[config.mk]
export PLATFORM = sky130hd
export DESIGN_NAME = sseg_scan_ctrl
export DESIGN_NICKNAME = d
export VERILOG_FILES = /design/src/rtl/sseg_scan_ctrl.sv
export SDC_FILE = /design/constraint.sdc
export NUM_CORES = 1
export LEC_CHECK = 0
export CAP_MARGIN = 40
export CORE_AREA = 2 2 107 134
export CTS_BUF_LIST = sky130_fd_sc_hd__clkbuf_16
export DETAILED_ROUTE_END_ITERATION = 10
export DIE_AREA = 0 0 109 136
export PLACE_DENSITY = 0.49
export SKIP_CTS_REPAIR_TIMING = 1
export SLEW_MARGIN = 40
export SYNTH_ARGS = -nofsm -noshare
export SYNTH_HDL_FRONTEND = slang
export SYNTH_SLANG_ARGS = --single-unit
[constraint.sdc]
create_clock -name clk -period 5.8 [get_ports clk]
set_clock_uncertainty 0.1 [all_clocks]
set_input_delay 1.16 -clock clk [delete_from_list [all_inputs] [get_ports clk]]
set_output_delay 1.16 -clock clk [all_outputs]
set_load 0.02 [all_outputs]
[src/rtl/sseg_scan_ctrl.sv]
// ---------------------------------------------------------------------------
// sseg_scan_ctrl
//   Owns a 4-digit, common-anode seven-segment display. It time-multiplexes
//   the digits and accepts new 16-bit hex values from the core over a
//   valid/ready handshake. A new value waits in a pending buffer and is
//   committed only at a frame boundary, so one frame never mixes old and
//   new data.
//
// Ports
//   clk       in   system clock, rising edge
//   reset     in   asynchronous, active-high reset
//   wr_valid  in   producer presents wr_data / wr_dp
//   wr_ready  out  controller can accept a word (pending buffer empty)
//   wr_data   in   four hex nibbles, [3:0] = digit 0 (rightmost)
//   wr_dp     in   decimal-point enables, bit i = digit i, 1 = lit
//   blank_lz  in   1 = blank leading zero digits (digit 0 never blanked)
//   an        out  digit anodes, active-low, one-hot-low
//   sseg      out  [7] = dp, [6:0] = g..a, all active-low
// ---------------------------------------------------------------------------
module sseg_scan_ctrl #(
  parameter int unsigned REFRESH_DIV = 50000,
  parameter int unsigned CNT_W       = 16
) (
  input  logic        clk,
  input  logic        reset,
  input  logic        wr_valid,
  output logic        wr_ready,
  input  logic [15:0] wr_data,
  input  logic [3:0]  wr_dp,
  input  logic        blank_lz,
  output logic [3:0]  an,
  output logic [7:0]  sseg
);

  localparam int unsigned DIGITS   = 4;
  localparam int unsigned IDX_W    = 2;
  localparam int unsigned DATA_W   = 16;
  localparam logic [CNT_W-1:0] CNT_LAST = CNT_W'(REFRESH_DIV - 1);
  localparam logic [IDX_W-1:0] IDX_LAST = IDX_W'(DIGITS - 1);

  // Pending-buffer occupancy; FULL means a word waits for the frame boundary.
  typedef enum logic {
    PEND_EMPTY = 1'b0,
    PEND_FULL  = 1'b1
  } pend_state_e;

  pend_state_e        pend_state_q, pend_state_d;
  logic [CNT_W-1:0]   cnt_q, cnt_d;
  logic [IDX_W-1:0]   idx_q, idx_d;
  logic [DATA_W-1:0]  pend_data_q, pend_data_d;
  logic [DIGITS-1:0]  pend_dp_q, pend_dp_d;
  logic [DATA_W-1:0]  disp_q, disp_d;
  logic [DIGITS-1:0]  dp_q, dp_d;
  logic [3:0]         an_q, an_d;
  logic [7:0]         sseg_q, sseg_d;

  logic               tick;
  logic               frame_end;
  logic [3:0]         nibble;
  logic               blank;
  logic [6:0]         seg7;

  // Active-low {g..a} pattern for one hex digit.
  function automatic logic [6:0] hex7(input logic [3:0] v);
    logic [6:0] s;
    s = 7'h7F;
    case (v)
      4'h0: s = 7'h40;
      4'h1: s = 7'h79;
      4'h2: s = 7'h24;
      4'h3: s = 7'h30;
      4'h4: s = 7'h19;
      4'h5: s = 7'h12;
      4'h6: s = 7'h02;
      4'h7: s = 7'h78;
      4'h8: s = 7'h00;
      4'h9: s = 7'h10;
      4'hA: s = 7'h08;
      4'hB: s = 7'h03;
      4'hC: s = 7'h46;
      4'hD: s = 7'h21;
      4'hE: s = 7'h06;
      4'hF: s = 7'h0E;
    endcase
    return s;
  endfunction

  // Refresh counter and digit index.
  always_comb begin
    tick      = (cnt_q == CNT_LAST);
    frame_end = tick && (idx_q == IDX_LAST);
    cnt_d     = tick ? '0 : cnt_q + CNT_W'(1);
    idx_d     = tick ? idx_q + IDX_W'(1) : idx_q;
  end

  // Pending buffer: accept while empty, commit to the display on frame_end.
  // A write landing on a frame_end while empty is only latched; it waits a
  // full frame, which keeps every frame built from a single value.
  always_comb begin
    pend_state_d = pend_state_q;
    pend_data_d  = pend_data_q;
    pend_dp_d    = pend_dp_q;
    disp_d       = disp_q;
    dp_d         = dp_q;
    case (pend_state_q)
      PEND_EMPTY: begin
        if (wr_valid) begin
          pend_data_d  = wr_data;
          pend_dp_d    = wr_dp;
          pend_state_d = PEND_FULL;
        end
      end
      PEND_FULL: begin
        if (frame_end) begin
          disp_d       = pend_data_q;
          dp_d         = pend_dp_q;
          pend_state_d = PEND_EMPTY;
        end
      end
      default: pend_state_d = PEND_EMPTY;
    endcase
  end

  // Digit selection, leading-zero blanking and segment decode.
  always_comb begin
    nibble = disp_q[3:0];
    blank  = 1'b0;
    case (idx_q)
      2'd0: begin
        nibble = disp_q[3:0];
        blank  = 1'b0;
      end
      2'd1: begin
        nibble = disp_q[7:4];
        blank  = (disp_q[15:4] == 12'h000);
      end
      2'd2: begin
        nibble = disp_q[11:8];
        blank  = (disp_q[15:8] == 8'h00);
      end
      2'd3: begin
        nibble = disp_q[15:12];
        blank  = (disp_q[15:12] == 4'h0);
      end
      default: begin
        nibble = disp_q[3:0];
        blank  = 1'b0;
      end
    endcase
    seg7   = (blank && blank_lz) ? 7'h7F : hex7(nibble);
    an_d   = ~(4'b0001 << idx_q);
    sseg_d = {~dp_q[idx_q], seg7};
  end

  // State and output registers.
  always_ff @(posedge clk or posedge reset) begin
    if (reset) begin
      pend_state_q <= PEND_EMPTY;
      cnt_q        <= '0;
      idx_q        <= '0;
      pend_data_q  <= '0;
      pend_dp_q    <= '0;
      disp_q       <= '0;
      dp_q         <= '0;
      an_q         <= 4'b1111;
      sseg_q       <= 8'hFF;
    end else begin
      pend_state_q <= pend_state_d;
      cnt_q        <= cnt_d;
      idx_q        <= idx_d;
      pend_data_q  <= pend_data_d;
      pend_dp_q    <= pend_dp_d;
      disp_q       <= disp_d;
      dp_q         <= dp_d;
      an_q         <= an_d;
      sseg_q       <= sseg_d;
    end
  end

  assign wr_ready = (pend_state_q == PEND_EMPTY);
  assign an       = an_q;
  assign sseg     = sseg_q;

endmodule
==> run_results.csv <==
group,metric,value,unit
run_status,status,"completed",
setup_path,cp_data_arrival_time,1450,ps
floorplan,ioPinCount,37,
clock_tree,cts.sinks,71,
clock_tree,cts.clk_slew.worst_paths,50,ps
setup_path,path_cells,"inv_1 > clkdlybuf4s50_1",
yosys,synth_ff_type,"dfrtp_1",
yosys,yosysUniqueCellTypes,44,
layout,layout-drive-gt1-share,25.9,%
yosys,yosysTopAreaCell,"dfrtp_1",
worst_hold_path,worstHoldPathType,"reg -> reg",
sta,final-max-slew-violation-count,0,
detailed_routing,drt_iter0_drc,35,
yosys,ys.warnings.count,0,
job,maxCapViolCount,0,
yosys,ys_async_sr_fraction,100,%
clock_tree,root_buffer,"clkbuf_16",
place,numPortBuffers,36,
yosys,synth-seq-cells,71,
yosys,synthesis.nets,287,
layout,nets,328,
yosys,synth_top_area_share,44.4,%
sta,max_slew_margin,54.6,%
detailed_routing,drc,0,
clock_tree,clk_latency,320,ps
yosys,synth-edff-count,0,
power_and_ir_drop,p_leak,1.75,nW
global_route,grt_usage,9.62,%
setup_path,cp-start-kind,"flip-flop",
clock_tree,htreeDepth,3,
layout,antenna_cells,0,
sta,post-route-period-util,46.7,%
detailed_routing,vias,2033,
sta,tns,0,ps
global_route,grt_pass1_vias,2212,
global_route,antenna_found_initial,0,
yosys,syn_inst,251,
setup_path,max_stage_delay,600,ps
setup_path,r2r_setup_slack,3170,ps
sta,period_minus_slack,2710,ps
setup_path,critPathBufInv,2,
setup_path,crit_slowest_cell,"clkdlybuf4s50_1",
floorplan,die_h,136,um
global_route,grt_first_pass_wirelength,11000,um
floorplan,fp-row-count,48,
clock_tree,clock_path_buffers,2,
layout,area_growth,24.4,%
detailed_routing,drt-pass1-iter-count,4,
detailed_routing,antenna_left,0,
clock_tree,cts_buffers,9,
layout,fillers,1366,
sta,rsz0062_at_grt,"no",
sta,fmax,369,MHz
place,gp_congestion,0.812,
setup_path,worstSetupPathType,"reg -> out",
sta,setup_viol,0,
clock_tree,cts_tree,"built",
setup_path,crit_family,"buffers and inverters",
place,hpwl,4650,um
yosys,yosys-top-cells-area,"dfrtp_1 (44%), dfstp_2 (9.5%), mux2_4 (8.6%), mux2_2 (7.5%), ha_1 (4.5%)",
setup_path,path_max_fanout,4,
detailed_routing,avgViaCountPerCell,4.31,
yosys,yosysSeqAreaShare,53.9,%
floorplan,start_util,24.4,%
global_route,grt_max_degree,37,
setup_path,setup.worst_path.end_class,"primary output",
layout,final_core_util,30.3,%
sta,hold_violations,0,
yosys,syn_area_per_cell,13.2,um2
power_and_ir_drop,power_density,257,mW/mm2
floorplan,fp.dieArea,0.0148,mm2
sta,worst_slew_pin_slew,681,ps
detailed_routing,wl,6510,um
floorplan,fp.coreArea,0.0136,mm2
yosys,syn_area,0.00332,mm2
global_route,grt_overflow,0,
setup_path,critPathRequiredTime,4540,ps
floorplan,die_w,109,um
detailed_routing,wire_per_inst,13.8,um
power_and_ir_drop,vdd_ir_drop_max,0.132,mV
[Yosys cell counts, types with 2 or more instances]
cell      number
a211o_1        2
a211oi_1       4
a21o_1         2
a21oi_1        6
a222oi_1       3
a22oi_1        3
buf_12         2
clkbuf_1       4
dfrtp_1       59
dfstp_2       12
ha_1          12
inv_1         16
mux2_2        22
mux2_4        19
mux2i_1        3
nand2_1       12
nand3_1        7
nand4_1        2
nor2_1        10
nor2b_1        5
nor3_1         2
nor4_1         3
o211ai_1       3
o21ai_0        3
o221ai_1       3
or4_1          3
or4bb_1        2
xnor2_1        6
xor2_1         6
[flip-flops by register name (all words and copies together) (netlist names)]
name and cells:
an 4, disp_q 16, idx_q 2, pend_state_q 1
pend_dp_q 4, sseg 8, cnt_q 16, dp_q 4
pend_data_q 16
[cells by family after synthesis]
group | synth area share [%]
fa+ha+maj | 4.52
mux | 17.6
flops | 53.9
simple gates | 9.41
xor+xnor | 3.16
buf+inv | 3.58
compound gates | 7.83
[where the power goes]
part           internal, mW  switching [mW]
registers             0.512         0.00869
clock network         0.289           0.210
logic                0.0262          0.0153
total                 0.827           0.234
[path summary, 6_finish.rpt]
path,end,cells past startpoint,from
worst min register to register,cnt_q[15],1,cnt_q[15]
worst max register to register,sseg[0],9,idx_q[0]
max in group asynchronous,sseg[4],3,reset
worst min-delay path,cnt_q[15],1,cnt_q[15]
worst max-delay path,wr_ready,2,pend_state_q
min in group asynchronous,cnt_q[3],2,reset
[layout make-up]
type                    count  area, um2  share of cell area, %
clock inverters             7       48.8                   1.18
inverters                  16       61.3                   1.48
repair buffers             37        368                   8.90
well taps                 175        219                   5.30
flip-flops and latches     71       1790                   43.3
multi-input cells         157       1420                   34.4
clock buffers               9        225                   5.45
[metal layers]
| layer | wire [um] | up-vias | GRT usage (%) |
|---|---|---|---|
| met3 | 267 | 4 | 2.97 |
| met5 | 0 | - | 0 |
| li1 | - | 982 | - |
| met1 | 2890 | 1004 | 11.4 |
| met2 | 3300 | 43 | 16.2 |
| met4 | 53 | 0 | 3.56 |
[layout by cell type, fill, tap and decap left out, types with 2 or more instances in the layout]
| cell | netlist | routed |
|---|---|---|
| a21oi_1 | 6 | 6 |
| clkinv_2 | 0 | 3 |
| nor4_1 | 3 | 3 |
| or4bb_1 | 2 | 2 |
| nand2_1 | 12 | 12 |
| o21ai_0 | 3 | 3 |
| mux2_4 | 19 | 19 |
| a211oi_1 | 4 | 4 |
| mux2i_1 | 3 | 3 |
| dfrtp_1 | 59 | 59 |
| xnor2_1 | 6 | 6 |
| nor2b_1 | 5 | 4 |
| clkdlybuf4s50_1 | 0 | 36 |
| nand4_1 | 2 | 2 |
| o211ai_1 | 3 | 3 |
| nor2_1 | 10 | 10 |
| a222oi_1 | 3 | 3 |
| a21o_1 | 2 | 2 |
| a211o_1 | 2 | 2 |
| clkinvlp_4 | 0 | 4 |
| o221ai_1 | 3 | 3 |
| nand3_1 | 7 | 7 |
| mux2_2 | 22 | 22 |
| xor2_1 | 6 | 6 |
| nor3_1 | 2 | 2 |
| ha_1 | 12 | 12 |
| inv_1 | 16 | 15 |
| dfstp_2 | 12 | 12 |
| clkbuf_16 | 0 | 9 |
| a22oi_1 | 3 | 3 |
| or4_1 | 3 | 3 |
[per-stage QoR]
step	power, mW	hold WS [ps]	area [um2]	setup WS, ps	instances
2_1_floorplan	0.548	337	3320	2760	251
3_3_place_gp	0.572	359	3850	2570	456
3_5_place_dp	0.573	361	3860	2900	456
4_1_cts	1.08	368	4130	3070	472
5_1_grt	1.11	424	4140	2940	472
6_report	1.06	365	4140	3090	472
Power figures use the tool's default switching activity.
